**src/rtl/com_csr_demux.sv**
```systemverilog
// com_csr_demux: one-to-NUM_SLV CSR request router.
// Decodes each upstream request against per-slave base/mask windows and forwards
// it to a single slave. Returns an error response for unmapped addresses, for
// slaves previously marked dead, or when a slave exceeds the response timeout.
// Only one transaction is in flight at a time.
module com_csr_demux #(
  parameter int unsigned           AW       = 20,
  parameter int unsigned           DW       = 32,
  parameter int unsigned           NUM_SLV  = 4,
  parameter logic [NUM_SLV*AW-1:0] SLV_BASE = '0,
  parameter logic [NUM_SLV*AW-1:0] SLV_MASK = '0,
  parameter int unsigned           TIMEOUT  = 1024,
  parameter logic [31:0]           ERR_DATA = 32'hDEAD_BEEF
) (
  input  logic                  clk,
  input  logic                  rst_n,
  input  logic                  clear,
  input  logic                  rx_req_vld,
  output logic                  rx_req_rdy,
  input  logic [AW-1:0]         rx_req_addr,
  input  logic                  rx_req_wr,
  input  logic [DW-1:0]         rx_req_wdata,
  input  logic [DW/8-1:0]       rx_req_strb,
  output logic                  rx_rsp_vld,
  input  logic                  rx_rsp_rdy,
  output logic [DW-1:0]         rx_rsp_rdata,
  output logic                  rx_rsp_err,
  output logic [NUM_SLV-1:0]    tx_req_vld,
  input  logic [NUM_SLV-1:0]    tx_req_rdy,
  output logic [AW-1:0]         tx_req_addr,
  output logic                  tx_req_wr,
  output logic [DW-1:0]         tx_req_wdata,
  output logic [DW/8-1:0]       tx_req_strb,
  input  logic [NUM_SLV-1:0]    tx_rsp_vld,
  input  logic [NUM_SLV*DW-1:0] tx_rsp_rdata,
  input  logic [NUM_SLV-1:0]    tx_rsp_err,
  output logic [NUM_SLV-1:0]    sta_dead,
  output logic                  evt_timeout
);

  localparam int unsigned   SW       = (NUM_SLV > 1) ? $clog2(NUM_SLV) : 1;
  localparam int unsigned   CW       = (TIMEOUT > 0) ? $clog2(TIMEOUT + 1) : 1;
  localparam bit            TO_EN    = (TIMEOUT != 0);
  localparam logic [CW-1:0] CNT_LAST = TO_EN ? CW'(TIMEOUT - 1) : '0;
  localparam logic [CW-1:0] CNT_ONE  = CW'(1);
  localparam logic [DW-1:0] ERR_WORD = DW'(ERR_DATA);

  typedef enum logic [2:0] {
    ST_IDLE = 3'd0,
    ST_REQ  = 3'd1,
    ST_WAIT = 3'd2,
    ST_ERR  = 3'd3,
    ST_RSP  = 3'd4
  } state_e;

  state_e             state_q, state_d;
  logic [AW-1:0]      addr_q, addr_d;
  logic               wr_q, wr_d;
  logic [DW-1:0]      wdata_q, wdata_d;
  logic [DW/8-1:0]    strb_q, strb_d;
  logic [SW-1:0]      sel_q, sel_d;
  logic [DW-1:0]      rdata_q, rdata_d;
  logic               err_q, err_d;
  logic [NUM_SLV-1:0] dead_q, dead_d;
  logic               evt_q, evt_d;
  logic [CW-1:0]      cnt_q, cnt_d;

  logic               dec_hit;
  logic [SW-1:0]      dec_sel;
  logic               rsp_hit;
  logic               expire;

  // Address decode, lowest matching index wins. Evaluated on the address being
  // accepted, which is exactly the value latched into addr_q, so the REQ/ERR
  // decision can be made in the accept cycle.
  always_comb begin
    dec_hit = 1'b0;
    dec_sel = '0;
    for (int unsigned i = 0; i < NUM_SLV; i++) begin
      if (!dec_hit &&
          ((rx_req_addr & SLV_MASK[i*AW +: AW]) ==
           (SLV_BASE[i*AW +: AW] & SLV_MASK[i*AW +: AW]))) begin
        dec_hit = 1'b1;
        dec_sel = SW'(i);
      end
    end
  end

  // Response from the selected slave: in WAIT, or coincident with the accepting ready in REQ.
  always_comb begin
    rsp_hit = tx_rsp_vld[sel_q] &&
              ((state_q == ST_WAIT) || ((state_q == ST_REQ) && tx_req_rdy[sel_q]));
    expire  = TO_EN && ((state_q == ST_REQ) || (state_q == ST_WAIT)) &&
              (cnt_q == CNT_LAST) && !rsp_hit;
  end

  // Next-state logic; clear overrides everything with the reset values.
  always_comb begin
    state_d = state_q;
    addr_d  = addr_q;
    wr_d    = wr_q;
    wdata_d = wdata_q;
    strb_d  = strb_q;
    sel_d   = sel_q;
    rdata_d = rdata_q;
    err_d   = err_q;
    dead_d  = dead_q;
    evt_d   = 1'b0;
    cnt_d   = cnt_q;

    case (state_q)
      ST_IDLE: begin
        if (rx_req_vld) begin
          addr_d  = rx_req_addr;
          wr_d    = rx_req_wr;
          wdata_d = rx_req_wdata;
          strb_d  = rx_req_strb;
          sel_d   = dec_sel;
          cnt_d   = '0;
          if (!dec_hit || dead_q[dec_sel]) state_d = ST_ERR;
          else                             state_d = ST_REQ;
        end
      end
      ST_REQ, ST_WAIT: begin
        cnt_d = cnt_q + CNT_ONE;
        if (rsp_hit) begin
          rdata_d = tx_rsp_rdata[sel_q*DW +: DW];
          err_d   = tx_rsp_err[sel_q];
          state_d = ST_RSP;
        end else if (expire) begin
          dead_d[sel_q] = 1'b1;
          evt_d         = 1'b1;
          rdata_d       = ERR_WORD;
          err_d         = 1'b1;
          state_d       = ST_RSP;
        end else if ((state_q == ST_REQ) && tx_req_rdy[sel_q]) begin
          state_d = ST_WAIT;
        end
      end
      ST_ERR: begin
        rdata_d = ERR_WORD;
        err_d   = 1'b1;
        state_d = ST_RSP;
      end
      ST_RSP: begin
        if (rx_rsp_rdy) state_d = ST_IDLE;
      end
      default: state_d = ST_IDLE;
    endcase

    if (clear) begin
      state_d = ST_IDLE;
      addr_d  = '0;
      wr_d    = 1'b0;
      wdata_d = '0;
      strb_d  = '0;
      sel_d   = '0;
      rdata_d = '0;
      err_d   = 1'b0;
      dead_d  = '0;
      evt_d   = 1'b0;
      cnt_d   = '0;
    end
  end

  // State and datapath registers.
  always_ff @(posedge clk or negedge rst_n) begin
    if (!rst_n) begin
      state_q <= ST_IDLE;
      addr_q  <= '0;
      wr_q    <= 1'b0;
      wdata_q <= '0;
      strb_q  <= '0;
      sel_q   <= '0;
      rdata_q <= '0;
      err_q   <= 1'b0;
      dead_q  <= '0;
      evt_q   <= 1'b0;
      cnt_q   <= '0;
    end else begin
      state_q <= state_d;
      addr_q  <= addr_d;
      wr_q    <= wr_d;
      wdata_q <= wdata_d;
      strb_q  <= strb_d;
      sel_q   <= sel_d;
      rdata_q <= rdata_d;
      err_q   <= err_d;
      dead_q  <= dead_d;
      evt_q   <= evt_d;
      cnt_q   <= cnt_d;
    end
  end

  // Per-slave request valid: one-hot on the latched select while in REQ.
  always_comb begin
    tx_req_vld = '0;
    if (state_q == ST_REQ) tx_req_vld[sel_q] = 1'b1;
  end

  assign rx_req_rdy   = (state_q == ST_IDLE);
  assign rx_rsp_vld   = (state_q == ST_RSP);
  assign rx_rsp_rdata = rdata_q;
  assign rx_rsp_err   = err_q;
  assign tx_req_addr  = addr_q;
  assign tx_req_wr    = wr_q;
  assign tx_req_wdata = wdata_q;
  assign tx_req_strb  = strb_q;
  assign sta_dead     = dead_q;
  assign evt_timeout  = evt_q;

endmodule

```
**config.mk**
```make
export PLATFORM = sky130hd
export DESIGN_NAME = com_csr_demux
export DESIGN_NICKNAME = d
export VERILOG_FILES = /design/src/rtl/com_csr_demux.sv
export SDC_FILE = /design/constraint.sdc
export NUM_CORES = 1
export LEC_CHECK = 0
export CAP_MARGIN = 20
export CORE_AREA = 2 2 132 109
export DETAILED_ROUTE_END_ITERATION = 16
export DIE_AREA = 0 0 134 111
export GPL_ROUTABILITY_DRIVEN = 0
export GPL_TIMING_DRIVEN = 0
export PLACE_DENSITY_LB_ADDON = 0.08
export REMOVE_ABC_BUFFERS = 1
export SLEW_MARGIN = 20
export SYNTH_ARGS = -nofsm -noshare
export SYNTH_HDL_FRONTEND = slang
export SYNTH_SLANG_ARGS = --single-unit
```
**constraint.sdc**
```tcl
create_clock -name clk -period 2.4 [get_ports clk]
set_input_delay 0.72 -clock clk [delete_from_list [all_inputs] [get_ports clk]]
set_output_delay 0.72 -clock clk [all_outputs]
set_load 0.02 [all_outputs]
```
Word level (Yosys, flattened, before mapping)
Index checks and enable logic that the tools add are counted.

storage, ports and cells
  bits in registers = 111
  output and inout bits = 101

operators by class
  add/sub/neg operators = 1
  magnitude comparators = 2
  equality and inequality tests = 10
  shift-type cells = 1
  mux-type cells = 51
  bitwise operators = 1
  reduce and logical (&&, ||, !) cells = 21

operators by type and width
  kind                                                                      number
  32-bit two-way mux                                                        6
  128-bit by 8-bit indexed part select with 32-bit output                   1
  32-bit one-hot mux with 2 select lines                                    1
  20-bit two-way mux                                                        3
  4-bit two-way mux                                                         8
  11-bit two-way mux                                                        2
  11-bit one-hot mux with 2 select lines                                    1
  3-bit two-way mux                                                         6
  1-bit two-way mux                                                         14
  3-bit one-hot mux with 4 select lines                                     1
  11-bit by 1-bit adder with 11-bit output (second input constant)          1
  11-bit by 10-bit equality test with 1-bit output (second input constant)  1
  2-bit two-way mux                                                         4
  2-bit nonzero test                                                        4
  1-bit binary-select mux with 2-bit select                                 3
  3-bit by 2-bit equality test with 1-bit output (second input constant)    2
  2-bit AND reduction                                                       3
  3-bit AND reduction                                                       2
  3-bit nonzero test                                                        2
  1-bit logical AND                                                         5
  5-bit inequality test (second input constant)                             1
  4-bit inequality test (second input constant)                             1
  4-bit OR                                                                  1
  3-bit by 1-bit equality test with 1-bit output (second input constant)    1
  other kinds (12)                                                          13

Longest topological paths before layout
  depth in word-level cells = 11
  mapped depth = 7

Worst setup path before layout
No wires, ideal clock.

  path type = input to register
  start = in tx_rsp_vld[0]
  end = reg rdata_q[10], in the netlist rx_rsp_rdata[10]
  arrival time = 1.870 ns
  data required time = 2.254 ns
  setup slack = 0.385 ns
  cell stages on the path = 6
  path buffers = 2
  cell sequence = nor2b_1 > o21a_1 > buf_2 > o21a_2 > buf_2 > o211ai_1

on the way
  longest elaborated chain between the ends = 7
  elaborated cells between the ends (all ways) = 10
  classes of those cells = 1 x eq/ne; 5 x mux; 4 x reduce/logical

RTL lines
  item                                           RTL line  source
  from (decl)                                    34        input logic [NUM_SLV-1:0] tx_rsp_vld,
  1-bit binary-select mux with 2-bit select (*)  91        rsp_hit = tx_rsp_vld[sel_q] &&
  1-bit two-way mux (not written as such) (*)    91
  1-bit logical AND (*)                          91
  1-bit zero test                                94        (cnt_q == CNT_LAST) && !rsp_hit;
  1-bit logical AND                              94
  4-bit inequality test (no line)                n/a
  2-bit AND reduction (no line)                  n/a
  to (signal assigned)                           187       rdata_q <= rdata_d;
  to (decl)                                      62        logic [DW-1:0] rdata_q, rdata_d;

Mark *: on every way between the ends. The rest lies on a longest branch, timed or not. The select of a mux whose other input is x is not followed.
A chain may end at the register's enable or synchronous reset.

Final worst setup path
  start = reg state_q[1]
  end = out rx_req_rdy

on the way
  longest elaborated chain between the ends = 1

RTL lines
  item                    RTL line  source
  from (decl)             56        state_e state_q, state_d;
  from (signal assigned)  181       state_q <= state_d;
  3-bit zero test         201       assign rx_req_rdy = (state_q == ST_IDLE);
  to (decl)               19        output logic rx_req_rdy,

Every way passes these cells.

==> out/summary.json <==
{
  "run_status": {
    "status": "completed"
  },
  "logic_synthesis": {
    "ys_ff_latch": 106,
    "synth.yosys.seq_area_share": 0.539,
    "yosysWarnings": 0,
    "synth-main-ff-cell": "dfrtp_1",
    "avgSynthCellArea_um2": 9.32,
    "syn-cell-area_um2": 4920,
    "netlist-cell-type-count": 47,
    "synth_cells": 528,
    "edff_count_synth": 0,
    "synth_async_sr_flop_share": 1.00
  },
  "routing": {
    "detailroute.via_count": 4571,
    "detailed_routing_iterations_pass_1": 4,
    "drcViolationCount": 0,
    "routed_wirelength_um": 14600,
    "dr.first_iter.drc_count": 334,
    "drt-wirelength-per-cell_um": 16.4,
    "avgViaCountPerCell": 5.12,
    "detail-route-antenna-nets": 0
  },
  "pwr": {
    "clock_power_share": 0.310,
    "cellLeakagePower_uw": 0.00302,
    "worst_ir_drop_vdd_v": 0.000322,
    "power.share.combinational": 0.273,
    "sw_pwr_uw": 1500,
    "sequentialPowerShare": 0.417,
    "p_sw_frac": 0.310,
    "cell_internal_pwr_uw": 3350,
    "power_per_cell_area_nw_per_um2": 651
  },
  "timing": {
    "finalSetupViolCount": 0,
    "hold_viol_final": 0,
    "clock-skew-final_ps": 9.27,
    "slew_headroom": 0.475,
    "rsz0062_at_grt": "false",
    "tightest_slew_ps": 788,
    "report.final.slew_viol_count": 0,
    "fmax_ghz": 0.434,
    "fin_crit_sh": 0.961,
    "final_critical_period_ps": 2310,
    "setup_tns_ps": 0
  },
  "placement": {
    "place_hpwl_um": 9990,
    "placed_area_um2": 7050,
    "port_buffers": 191
  },
  "floorplanning": {
    "initial_utilization": 0.359,
    "core_region_area_um2": 13700,
    "fp.dieH_um": 111,
    "dieWidth_um": 134,
    "fp-row-count": 39,
    "die_area_um2": 14900,
    "io_pins": 303
  },
  "setup_path": {
    "critical_path.reg2reg.startpoint": "cnt_q[0]",
    "ff2ff_path_depth": 7,
    "worstPathCellList": "nor3_2 > dlygate4sd2_1",
    "max_stage_delay_ps": 540,
    "worst_path_slowest_cell": "dfrtp_2",
    "worst_setup_path_category": "flop to primary output",
    "timing.reg2reg.setup_slack_ps": 210,
    "critPathArrivalTime_ps": 1590,
    "start_kind": "flop",
    "timing.rr.end": "rx_rsp_rdata[2]",
    "critical_path_required_ps": 1680,
    "maximum_net_fanout_on_the_critical_path": 17,
    "category_of_the_worst_setup_path_capture_point": "primary output"
  },
  "clock_network": {
    "ctsLongestPathBuffers": 2,
    "cts.reportedPaths.clkPinSlew_ps": 70,
    "clock_tree_from_tritoncts": "done",
    "cts_root_buf": "clkbuf_16",
    "cts_inserted_buffers": 9,
    "latest_clock_arrival_within_the_worst_skew_pair_ps": 350,
    "h_tree_levels": 3,
    "tritoncts_num_sinks": 106,
    "holdBufCountCts": 0
  },
  "final_layout": {
    "area.growth.synth_to_final_pct": 51.3,
    "num_antenna_cells": 0,
    "final_common_cell": "clkdlybuf4s50_1",
    "final_design_area_no_fill_um2": 7440,
    "final_net_count": 907,
    "drive_gt1_frac": 0.0790,
    "layout.cells.most_common_list": "clkdlybuf4s50_1 (186), nand2_1 (144), dfrtp_1 (103)"
  },
  "worst_hold_path": {
    "hold_class": "primary input to async pin"
  },
  "global_routing": {
    "grt_util_overall": 0.200,
    "grt_start_max_net_pins": 70,
    "number_of_global_route_vias_before_repair": 4586,
    "grt_first_pass_wirelength_um": 23800,
    "gr-total-overflow": 0,
    "grt_antenna_before_repair": 0
  },
  "flow_run": {
    "drv_cap": 0
  }
}
==> per-layer routing <==
metal,vias to the layer above,part of all wire,GRT usage
li1,2187,-,-
met2,139,0.49,0.330
met3,18,0.051,0.0393
met5,-,0,0
met1,2227,0.44,0.264
met4,0,0.019,0.0631
==> flip-flops by register name, summed over array words and instances, names as in the netlist <==
register / count
cnt_q: 11
sta_dead: 1
evt_timeout: 1
state_q: 3
tx_req_wdata: 32
tx_req_strb: 4
tx_req_wr: 1
tx_req_addr: 20
rx_rsp_rdata: 32
rx_rsp_err: 1
==> worst max-delay path, delay by kind of cell, from the launching register on <==
kind	cells	cell delay, ps
simple gates	1	300
flops	1	540
buf+inv	1	400
==> metrics by stage <==
step | hold WS, ps | power [uW] | utilization | setup slack [ps] | std cells
finish | 285 | 4850 | 0.543 | 93.8 | 893
global route | 303 | 5110 | 0.543 | 14.8 | 893
CTS | 288 | 4910 | 0.540 | 4.93 | 889
detailed placement | 510 | 3370 | 0.514 | -1210 | 870
global placement | 505 | 3290 | 0.499 | -4110 | 856
floorplan | 424 | 2630 | - | -1390 | 481
==> how the worst max path moves through the flow <==
| stage | startpoint | to | slack, ps | depth (start not counted) |
|---|---|---|---|---|
| floorplan | rx_req_vld | cnt_q[9] | -1390 | 4 |
| global placement | clear | rx_rsp_rdata[26] | -4110 | 4 |
| detailed placement | tx_rsp_vld[0] | rx_rsp_rdata[25] | -1210 | 5 |
| CTS | cnt_q[0] | rx_rsp_rdata[27] | 5 | 6 |
| global route | state_q[1] | rx_req_rdy | 10 | 2 |
| finish | state_q[1] | rx_req_rdy | 90 | 2 |
==> cell families after synthesis <==
| kind of cell | after synthesis | synth area share |
|---|---|---|
| AO/OA/AOI/OAI | 150 | 0.203 |
| XOR/XNOR | 2 | 0.00356 |
| adder cells (fa/ha/maj) | 1 | 0.00254 |
| buffers and inverters | 54 | 0.0504 |
| flip-flops | 106 | 0.539 |
| multiplexers | 1 | 0.00203 |
| other | 1 | 0.000762 |
| AND/OR/NAND/NOR | 213 | 0.199 |
==> area by class of cell <==
type,count,area (um^2)
multi-input combinational,374,2120
fill,1217,6270
tap,184,230
clock buffer,10,229
clock inverter,6,72.6
sequential,106,2660
timing repair buffer,211,2130
inverter,2,7.51
==> synth_stat cells, types with 2 or more instances <==
library cell,instances,area (um^2)
nor2b_1,3,18.8
or4_1,2,15.0
nor2_1,8,30.0
o21a_1,2,15.0
a21oi_1,64,320
nand2_1,145,544
a31oi_1,3,18.8
a211oi_1,2,15.0
inv_1,2,7.51
nor3_1,5,25.0
and3_1,3,18.8
o211ai_1,25,188
or3_1,3,18.8
buf_2,17,85.1
nand3_1,6,30.0
o31ai_1,2,15.0
o221ai_1,25,219
a32o_1,8,80.1
xnor2_1,2,17.5
nor3b_1,3,22.5
dfrtp_1,106,2650
or2_1,2,12.5
clkbuf_1,27,101
o21ai_0,10,50.1
buf_4,6,45.0
nand2b_1,26,163
==> power groups by stage <==
stage / combinational [uW] / clock, uW / sequential, uW
2_1_floorplan: 404 / 0 / 2230
3_3_place_gp: 1230 / 0 / 2060
3_5_place_dp: 1300 / 0 / 2070
4_1_cts: 1330 / 1560 / 2020
5_1_grt: 1430 / 1640 / 2040
6_report: 1320 / 1500 / 2020
==> repair_timing <==
action / 4_1_cts / 5_1_grt
buffers inserted: 3 / 3
gates resized for setup: 11 / 2
pin swaps: 1 / 1
setup endpoints to repair: 37 / 39
cloned: 0 / 1
(Power assumes the default switching activity.)
